<file path="src/rtl/bcd2ex3_pkg.sv">
// Shared definitions for the serial BCD to Excess-3 converter: state encoding and the +3 addend.
// Optional error detection is enabled by defining BCD2EX3_ERR_DETECT_EN.
package bcd2ex3_pkg;

    localparam logic [2:0] ST_S0   = 3'd0;
    localparam logic [2:0] ST_S1C0 = 3'd1;
    localparam logic [2:0] ST_S1C1 = 3'd2;
    localparam logic [2:0] ST_S2C0 = 3'd3;
    localparam logic [2:0] ST_S2C1 = 3'd4;
    localparam logic [2:0] ST_S3C0 = 3'd5;
    localparam logic [2:0] ST_S3C1 = 3'd6;

    typedef enum logic [2:0] {
        S0   = ST_S0,
        S1C0 = ST_S1C0,
        S1C1 = ST_S1C1,
        S2C0 = ST_S2C0,
        S2C1 = ST_S2C1,
        S3C0 = ST_S3C0,
        S3C1 = ST_S3C1
    } state_t;

    localparam logic [3:0] ADD3 = 4'b0011;

    // Addend bit for a given serial bit position.
    function automatic logic add3_bit(input logic [1:0] pos);
        return ADD3[pos];
    endfunction

endpackage

</file>
<file path="src/rtl/bcd2ex3_cell.sv">
// Combinational next-state and Mealy output logic of the serial +3 adder.
// The state carries the bit position and the carry into that bit.
module bcd2ex3_cell
    import bcd2ex3_pkg::*;
(
    input  state_t     state,
    input  logic       x,
    input  logic       h,
    output state_t     next_state,
    output logic       z,
    output logic       done,
    output logic       err
);

    logic [1:0] pos;
    logic       carry;
    logic       addend;
    logic       carry_out;

    always_comb begin
        pos   = 2'd0;
        carry = 1'b0;
        case (state)
            S0:      begin pos = 2'd0; carry = 1'b0; end
            S1C0:    begin pos = 2'd1; carry = 1'b0; end
            S1C1:    begin pos = 2'd1; carry = 1'b1; end
            S2C0:    begin pos = 2'd2; carry = 1'b0; end
            S2C1:    begin pos = 2'd2; carry = 1'b1; end
            S3C0:    begin pos = 2'd3; carry = 1'b0; end
            S3C1:    begin pos = 2'd3; carry = 1'b1; end
            default: begin pos = 2'd0; carry = 1'b0; end
        endcase
    end

    // Full-adder bit against the constant: addend 1 gives ~(x^c) and x|c, addend 0 gives x^c and x&c.
    assign addend    = add3_bit(pos);
    assign z         = x ^ carry ^ addend;
    assign carry_out = (x & carry) | (x & addend) | (carry & addend);

    always_comb begin
        next_state = S0;
        case (pos)
            2'd0:    next_state = carry_out ? S1C1 : S1C0;
            2'd1:    next_state = carry_out ? S2C1 : S2C0;
            2'd2:    next_state = carry_out ? S3C1 : S3C0;
            default: next_state = S0;
        endcase
    end

    assign done = (pos == 2'd3);
    assign err  = done & x & h;

endmodule

</file>
<file path="src/rtl/bcd2ex3_serial.sv">
// Serial BCD to Excess-3 converter, LSB first, four bits per digit, no gaps.
// Define BCD2EX3_ERR_DETECT_EN to flag digits above 9 on Err during bit 3.
module bcd2ex3_serial
    import bcd2ex3_pkg::*;
(
    input  logic Clk,
    input  logic Rst,
    input  logic X,
    output logic Z,
    output logic Done,
    output logic Err
);

    state_t state_reg;
    state_t state_next;
    logic   h_val;
    logic   z_cell;
    logic   done_cell;
    logic   err_cell;

    bcd2ex3_cell u_cell (
        .state      (state_reg),
        .x          (X),
        .h          (h_val),
        .next_state (state_next),
        .z          (z_cell),
        .done       (done_cell),
        .err        (err_cell)
    );

    always_ff @(posedge Clk or posedge Rst) begin
        if (Rst) begin
            state_reg <= S0;
        end else begin
            state_reg <= state_next;
        end
    end

`ifdef BCD2EX3_ERR_DETECT_EN
    logic h_reg;
    logic h_next;

    // H collects bit1|bit2 of the current digit and is zero again by the time S0 comes round.
    always_comb begin
        h_next = 1'b0;
        case (state_reg)
            S1C0, S1C1: h_next = X;
            S2C0, S2C1: h_next = h_reg | X;
            default:    h_next = 1'b0;
        endcase
    end

    always_ff @(posedge Clk or posedge Rst) begin
        if (Rst) begin
            h_reg <= 1'b0;
        end else begin
            h_reg <= h_next;
        end
    end

    assign h_val = h_reg;
`else
    assign h_val = 1'b0;
`endif

    // Outputs are held low for as long as reset is asserted.
    assign Z    = z_cell    & ~Rst;
    assign Done = done_cell & ~Rst;
    assign Err  = err_cell  & ~Rst;

endmodule

</file>
<file path="config.mk">
export PLATFORM = sky130hd
export DESIGN_NAME = bcd2ex3_serial
export DESIGN_NICKNAME = d
export VERILOG_FILES = /design/src/rtl/bcd2ex3_pkg.sv /design/src/rtl/bcd2ex3_cell.sv /design/src/rtl/bcd2ex3_serial.sv
export SDC_FILE = /design/constraint.sdc
export NUM_CORES = 1
export LEC_CHECK = 0
export CORE_AREA = 4 4 41 43
export DETAILED_ROUTE_END_ITERATION = 8
export DIE_AREA = 0 0 45 47
export DONT_BUFFER_PORTS = 1
export MAX_ROUTING_LAYER = met4
export SLEW_MARGIN = 10
export SYNTH_ARGS = -nofsm -noshare
export SYNTH_HDL_FRONTEND = slang
export SYNTH_SLANG_ARGS = --single-unit
</file>
<file path="constraint.sdc">
create_clock -name Clk -period 1.75 [get_ports Clk]
set_input_delay 0.175 -clock Clk [delete_from_list [all_inputs] [get_ports Clk]]
set_output_delay 0.175 -clock Clk [all_outputs]
set_load 0.05 [all_outputs]
</file>
# [Yosys cells after proc, flatten, opt, wreduce, memory -nomap -nowiden]
# Cells that the tools add are included.
[classes] n_eq_ne=9 mux=8 order_cmp=1 n_reduce_logical=5 bitwise=10
[ops] operator="3-bit equality test (second input constant)" n=3
[ops] operator="3-bit one-hot mux with 3 select lines" n=1
[ops] operator="3-bit by 2-bit equality test with 1-bit output (second input constant)" n=2
[ops] operator="2-bit one-hot mux with 3 select lines" n=1
[ops] operator="2-bit OR reduction" n=3
[ops] operator="1-bit AND" n=5
[ops] operator="2-bit equality test (second input constant)" n=2
[ops] operator="2-bit two-way mux" n=2
[ops] operator="3-bit by 1-bit equality test with 1-bit output (second input constant)" n=1
[ops] operator="2-bit by 3-bit < comparator with 1-bit output (second input constant)" n=1
[ops] operator="3-bit two-way mux" n=1
[ops] operator="3-bit OR reduction" n=1
[ops] operator="1-bit binary-select mux with 2-bit select" n=1
[ops] operator="2-bit by 1-bit equality test with 1-bit output (second input constant)" n=1
[ops] operator="2-bit zero test" n=1
[ops] operator="1-bit two-way mux" n=2
[ops] operator="1-bit OR" n=2
[ops] operator="1-bit XOR" n=2
[ops] operator="1-bit NOT" n=1
[totals] wordCells=34 input_bits=3 reg_bits=3 out_inout_bits=3

# [Depth between registers and ports, before layout]
# Gate-level depths: netlist (run 1).
[logic_depth] word_depth=10 depth_mapped=7 depth_no_buf=7

# [Modules after synthesis]
# A second synthesis (run 1) with hierarchy kept.
[unflattened] cells_unflattened=25 area_unflattened_um2=232.7
[modules_own_cells] module="bcd2ex3_cell" n_inst=1 seq_area_each_um2=0.0 area_each_um2=131.4 cells_per_inst=17
[modules_own_cells] module="bcd2ex3_serial" n_inst=1 seq_area_each_um2=75.1 area_each_um2=101.3 cells_per_inst=8

# [Least setup slack after synthesis (run 1)]
# OpenSTA, ideal clock, no wires.
[synth_path] path_type="register to output" from="register state_reg[0]" to="output port Z" slack_ns=-0.419 arrival_time_ns=1.994 t_required_ns=1.575 path_buffers=0 path_stages_with_launch=7 path_cell_list="dfrtp_1 > inv_1 > ha_1 > nor3_2 > a21oi_2 > fa_1 > nor2_1"
[synth_via] elab_chain_len=7 word_cells_on_any_way=17 cone_classes="eq/ne: 6; mux: 4; bitwise: 3; reduce/logical: 4"
[synth_rtl] item="start, declared" line_no="bcd2ex3_serial.sv:14" text="state_t state_reg;"
[synth_rtl] item="start signal, assigned" line_no="bcd2ex3_serial.sv:35" text="state_reg <= state_next;"
[synth_rtl] item="3-bit equality test (tied with other cells)" line_no="bcd2ex3_cell.sv:23" text="case (state)"
[synth_rtl] item="2-bit OR reduction (no source line)"
[synth_rtl] item="2-bit one-hot mux with 3 select lines" line_no="bcd2ex3_cell.sv:23"
[synth_rtl] item="1-bit binary-select mux with 2-bit select" line_no="bcd2ex3_pkg.sv:27" text="return ADD3[pos];"
[synth_rtl] item="1-bit two-way mux (not written as such)" line_no="bcd2ex3_pkg.sv:27"
[synth_rtl] item="1-bit XOR (*)" line_no="bcd2ex3_cell.sv:37" text="assign z = x ^ carry ^ addend;"
[synth_rtl] item="1-bit AND (*)" line_no="bcd2ex3_serial.sv:67" text="assign Z = z_cell & ~Rst;"
[synth_rtl] item="end, declared" line_no="bcd2ex3_serial.sv:9" text="output logic Z,"
# Every way passes the cells marked *; elsewhere a longest branch is shown, timed or not. The select of a mux whose other input is x is not followed.

# [Final worst setup path (run 1)]
# Same ends and word-level chain as after synthesis.

==> results summary, run 1 <==
The worst reg2reg path depth came out at 7. Synthesis handed over a netlist of 26 instances. STA classifies the critical path startpoint as a flop.

The horizontal extent of the die is 45 um. Of the total synthesized cell area, the portion taken by AND, OR, NAND and NOR gates is 0.162. Of the available clock period, the critical path in the final layout requires 1.16.

The total number of H-tree levels is 1. Compared with the post-synthesis result, the final layout area differs by 50.0%. The floorplan core area came out at 1300 um2. For the worst-skew pair, the clock arrives at the later sink with an insertion delay of 230 ps. The floorplan die height came out at 47 um. Data on the critical path arrives at its endpoint at 1850 ps. The area of the die came out at 2120 um2. The fraction of layout cells with a size suffix above 1 came out at 0.500. The largest fanout on the critical path came out at 3. The worst setup path is captured at a primary output. The total routed wirelength came out at 431 um.

The placed standard-cell area is 302 um2. After layout, the minimum clock period comes to 2030 ps. The cell sitting at the root of the clock tree is a sky130_fd_sc_hd__clkbuf_4.

The peak clock frequency supported by timing came out at 493 MHz. The synthesized netlist contains 17 unique library cells. The total count of max-transition violations in the final report came out at 0. The net count of the finished layout came out at 43. The number of warnings reported in the yosys synthesis log came out at 0. The initial antenna violation count came to 0. The clock arrives with 0.0813 ps of skew. The site row count is 13. TritonCTS built the clock tree. The register bit count reported by yosys is 3. The total global routing track utilization is 0.0573.

The number of buffers created by CTS came out at 3. After detailed routing, the number of remaining DRC violations is 0. CTS saw 3 sinks. The placer's final routability congestion estimate is 0.671. 0 antenna diodes ended up in the layout. The run finished, with violations left. The critical path is of the reg2out type. Once detail routing completed, the nets flagged for antenna violations numbered 0. The design area is 372 um2. The post-synthesis compound-gate area fraction came out at 0.106. The post-synthesis average cell area is 9.53 um2. The number of design-rule violations left by the first detailed-router iteration is 1. The starting utilization of the core area is 0.190.

The maximum number of pins on one net before global-route repair came out at 7. The number of port buffers came out at 0. The cell area after synthesis is 248 um2. The global-route congestion overflow total came out at 0. Of the post-synthesis cell area, the part taken by muxes is 0.0404. The first global-routing pass estimated 745 um of wire. The final setup violation count is 2. The sequential-to-total area share from yosys stat is 0.303. The final number of hold-violating endpoints came out at 0. The number of flip-flops under the largest register name is 3. The checks that failed: setup timing. Summing over every cut layer, the via total after detailed routing is 185. The register clock-pin slew on the reported worst setup and hold paths came out at 40 ps.

The adder-cell share of the synthesized area came out at 0.283. Setup repair after global routing could not meet its margin everywhere. The ratio of routed vias to standard cells came out at 3.78. The dominant combinational cell family by area after synthesis is adder cells. The number of global-route vias before repair is 184. Max-cap violations in this run came to 0.

The number of I/O pins came out at 6. The final worst-path setup slack came out at -279 ps. The data required time at the worst endpoint is 1570 ps. The class of the worst hold path is in2async. The longest clock path from root to sink contains 2 buffers. The routed wire length per instance came out at 8.80 um. The count of TritonRoute iterations in the first routing pass came out at 2. The synthesized netlist net count came out at 34. Of the total synthesized cell area, the portion taken by XOR and XNOR cells is 0.
## cells by family after synthesis
| group | Yosys count |
|---|---|
| AND/OR/NAND/NOR | 7 |
| buffers and inverters | 5 |
| adder cells (fa/ha/maj) | 5 |
| AO/OA/AOI/OAI | 4 |
| flip-flops | 3 |
| multiplexers | 1 |
| other | 1 |
## cell usage after synthesis (all sizes together)
cell	count	share of area
conb	1	0.015
nor2	2	0.030
nand2	1	0.015
or2	1	0.025
a21boi	1	0.030
nor3	1	0.040
ha	4	0.20
and3	1	0.025
o21ai	1	0.020
buf	1	0.030
fa	1	0.081
nand2b	1	0.025
inv	4	0.061
a21oi	2	0.056
dfrtp	3	0.30
mux2i	1	0.040
## worst paths after layout
path / from / slack [ps] / end
max: state_reg[0] / -280 / Z
min: Rst / 270 / state_reg[1]
max reg2reg: state_reg[0] / 130 / state_reg[1]
min reg2reg: state_reg[1] / 800 / state_reg[0]
max in group asynchronous: Rst / 1350 / state_reg[0]
min in group Clk: X / 450 / state_reg[1]
## layout make-up
type | instances | area, um2
Sequential cell | 3 | 75.1
Fill cell | 146 | 930
Inverter | 4 | 15.0
Clock buffer | 4 | 26.3
Tap cell | 15 | 18.8
Timing Repair Buffer | 5 | 60.1
Multi-Input combinational cell | 18 | 176
## stage by stage
| step | setup TNS [ps] | setup WS (ps) | util | hold WS [ps] | std cells |
|---|---|---|---|---|---|
| after floorplan | -90.6 | -90.6 | - | -66.0 | 26 |
| after global placement | -109 | -73.0 | 0.232 | -53.4 | 43 |
| after detailed placement | -142 | -95.7 | 0.232 | -56.8 | 43 |
| after CTS | -440 | -293 | 0.278 | 262 | 49 |
| after global routing | -611 | -381 | 0.286 | 281 | 49 |
| final | -420 | -279 | 0.286 | 268 | 49 |
## worst max-delay path: stages (launching register included)
cell	delay, ps
sky130_fd_sc_hd__dfrtp_1	370
sky130_fd_sc_hd__inv_2	50
sky130_fd_sc_hd__ha_2	180
sky130_fd_sc_hd__nor3_2	190
sky130_fd_sc_hd__a21oi_2	90
sky130_fd_sc_hd__fa_2	550
sky130_fd_sc_hd__nor2_4	40
sky130_fd_sc_hd__buf_12	140
## repair_timing
| action | CTS | global route |
|---|---|---|
| hold buffers | 1 | 0 |
| endpoints found under the setup margin | 3 | 3 |
| buffers inserted | 1 | 0 |
| resized for setup | 6 | 4 |
| endpoints found under the hold margin | 3 | 0 |
## cell usage in the layout, fill, tap and decap left out
cell type                       Yosys  routed
sky130_fd_sc_hd__ha_1               4       2
sky130_fd_sc_hd__dfrtp_1            3       3
sky130_fd_sc_hd__clkbuf_4           0       3
sky130_fd_sc_hd__mux2i_1            1       1
sky130_fd_sc_hd__inv_1              4       3
sky130_fd_sc_hd__a21oi_1            1       1
sky130_fd_sc_hd__or2_4              0       1
sky130_fd_sc_hd__clkbuf_1           0       1
sky130_fd_sc_hd__nor2_4             0       1
sky130_fd_sc_hd__buf_4              1       2
sky130_fd_sc_hd__buf_12             0       1
sky130_fd_sc_hd__inv_2              0       1
sky130_fd_sc_hd__conb_1             1       1
sky130_fd_sc_hd__nor3_2             1       1
sky130_fd_sc_hd__dlygate4sd3_1      0       1
sky130_fd_sc_hd__a21oi_2            1       1
sky130_fd_sc_hd__nand2b_1           1       1
sky130_fd_sc_hd__nand2_1            1       1
sky130_fd_sc_hd__nor2_1             2       1
sky130_fd_sc_hd__a21boi_1           1       1
sky130_fd_sc_hd__ha_2               0       2
sky130_fd_sc_hd__and3_4             0       1
sky130_fd_sc_hd__fa_2               0       1
sky130_fd_sc_hd__o21ai_2            0       1
sky130_fd_sc_hd__buf_8              0       1
## per-layer routing
metal,share of wire,up-vias,track usage
met4,0.037,0,0.0702
li1,-,99,-
met3,0.019,2,0.0230
met5,0,-,-
met1,0.35,81,0.0482
met2,0.59,3,0.0876
Power of run 1 is left out: the tool's default activity adds up to more than one toggle a clock period on the data nets, which glitch-free logic cannot reach.
==> run 2: changes to the inputs <==
--- a/constraint.sdc
+++ b/constraint.sdc
@@ -3,2 +3,2 @@
 set_output_delay 0.175 -clock Clk [all_outputs]
-set_load 0.05 [all_outputs]
+set_load 0.02 [all_outputs]
==> run 2 against run 1 <==
  * Critical path type unchanged
  * Worst hold slack worse by 8.6 ps
  * Via count grew 1.6%
  * Flip-flop and latch count did not move
  * The flow still finishes with violations (setup timing)
==> results summary, run 2 (synthesis gave the netlist of run 1 again) <==
The post-detailed-route count of antenna-violating nets is 0. At the end of routability-driven placement, the weighted congestion stood at 0.642. In this run the power density over the cells is 2390 nW/um2. The largest fanout on the critical path came out at 3.

STA classifies the critical path startpoint as a flop. The number of flip-flops under the largest register name came out at 3. The flow ran to the end, but the final reports show violations.

The post-route minimum period is 1930 ps. The number of buffers created by CTS came out at 3. The first-pass GRT wire length came out at 759 um. The count of unresolved DRC violations after routing is 0. The met1 usage in global routing is 0.0369. The floorplan core area came out at 1300 um2. STA puts the critical path data arrival time at 1750 ps. The final worst-path setup slack came out at -177 ps. CTS placed an instance of sky130_fd_sc_hd__clkbuf_4 at the clock tree root.

The met2 capacity usage during global routing is 0.119. The final cell count without fillers is 49. The number of sinks handled by clock tree synthesis is 3. The global-route track usage on met3 is 0.0115. The total number of H-tree levels came out at 1. From bottom edge to top edge, the die measures 47 um. The leakage dissipation came out at 0.162 nW. The site row count is 13. The number of cells after detailed placement came out at 42.

The number of fill cells in the layout is 154. The initial antenna violation count is 0. The first detailed-routing pass took 2 iterations. The final setup violation count is 1. The kind of end point of the critical path is a primary output. The total number of vias is 188. Max-cap violations in this run came to 0. The total global routing track utilization came out at 0.0598.

The final number of hold-violating endpoints was 0. The number of global-route vias before repair came to 199. The buffer levels on the longest clock path came out at 2. The area growth from synthesis to layout is 42.9%. At the end of the flow the core is filled with cells to 0.272.

Clock-pin slew was measured on the worst setup and hold paths at 40 ps. The net count of the finished layout is 43. For this run, the top clock speed supported by timing is 519 MHz. The worst-case IR drop observed on VDD is 0.749 mV. The checks that failed: setup timing. The global-route congestion overflow total is 0. The number of port buffers is 0.

The setup clock skew after layout came out at 1.79 ps. The area of the die is 2120 um2. The number of I/O pins is 6.

The starting utilization of the core area came out at 0.190. In this run the worst hold path is classified as in2async. Entering global routing, the biggest net connects 7 pins. The data required time at the worst endpoint came out at 1570 ps. The later-pin clock latency in the skew report is 230 ps. The ratio of routed vias to standard cells is 3.84. The routed wire length per instance came out at 9.61 um. Setup repair after global routing could not meet its margin everywhere. The total routed wirelength came out at 471 um.

The horizontal extent of the die is 45 um. The number of design-rule violations left by the first detailed-router iteration came out at 1. The fraction of layout cells with a size suffix above 1 came out at 0.529. The total inserted antenna cells came out at 0.

TritonCTS built the clock tree. The share of the cycle needed by the critical path after routing is 1.10. The critical path in this run is classified as reg2out. The global routing stage identified its most utilized layer as met2. The total count of max-transition violations in the final report is 0.

Leaving out fill and tap cells, the most frequent cells in the layout are sky130_fd_sc_hd__ha_2 (3), sky130_fd_sc_hd__clkbuf_4 (3), sky130_fd_sc_hd__buf_4 (3), sky130_fd_sc_hd__dfrtp_1 (3). The final HPWL from detailed placement came out at 301 um.
[run 2: power by group]
group	total [mW]	switching, mW	internal [mW]
combinational	0.584	0.281	0.304
sequential	0.141	0.0325	0.109
clock	0.122	0.0365	0.0855
total	0.848	0.350	0.498
[run 2: repair_timing]
action | 4_1_cts | 5_1_grt
endpoints found under the setup margin | 3 | 3
hold endpoints to repair | 3 | 0
hold buffers | 1 | 0
setup buffers | 1 | 1
pin swaps | 0 | 0
gates resized for setup | 9 | 3
[run 2: metal layers]
metal	wire length, um	part of all wire
met5	0	0
met4	16	0.034
met3	10	0.021
met2	299	0.63
met1	144	0.31
[run 2: area by class of cell]
cell class / count / area, um2 / area share
well taps: 15 / 18.8 / 0.0530
clock buffers: 4 / 26.3 / 0.0742
multi-input cells: 18 / 175 / 0.495
flip-flops and latches: 3 / 75.1 / 0.212
repair buffers: 5 / 43.8 / 0.124
inverters: 4 / 15.0 / 0.0424
[run 2: critical path, cell delays in order (launching register included)]
cell,delay [ps]
sky130_fd_sc_hd__dfrtp_1,380
sky130_fd_sc_hd__inv_2,50
sky130_fd_sc_hd__ha_2,180
sky130_fd_sc_hd__nor3_2,190
sky130_fd_sc_hd__a21oi_2,100
sky130_fd_sc_hd__fa_2,560
sky130_fd_sc_hd__nor2_4,60
[run 2: metrics by stage]
step	setup TNS [ps]	hold WS (ps)	area [um2]	total power, mW	setup slack (ps)
2_1_floorplan	0	-66.0	250	0.470	14.2
3_3_place_gp	-31.2	-56.3	277	0.565	-21.4
3_5_place_dp	-53.1	-52.5	277	0.574	-27.2
4_1_cts	-169	255	340	0.784	-169
5_1_grt	-286	280	354	0.926	-276
6_report	-177	259	354	0.848	-177
[run 2: final timing paths]
check | from | end | slack [ps] | depth (start not counted)
worst min-delay path | Rst | state_reg[0] | 260 | 2
max in group asynchronous | Rst | state_reg[1] | 1350 | 2
worst min register to register | state_reg[1] | state_reg[0] | 780 | 3
min in group Clk | Rst | Z | 380 | 1
worst max register to register | state_reg[0] | state_reg[1] | 90 | 7
worst max-delay path | state_reg[0] | Z | -180 | 6
(Power assumes the default switching activity.)
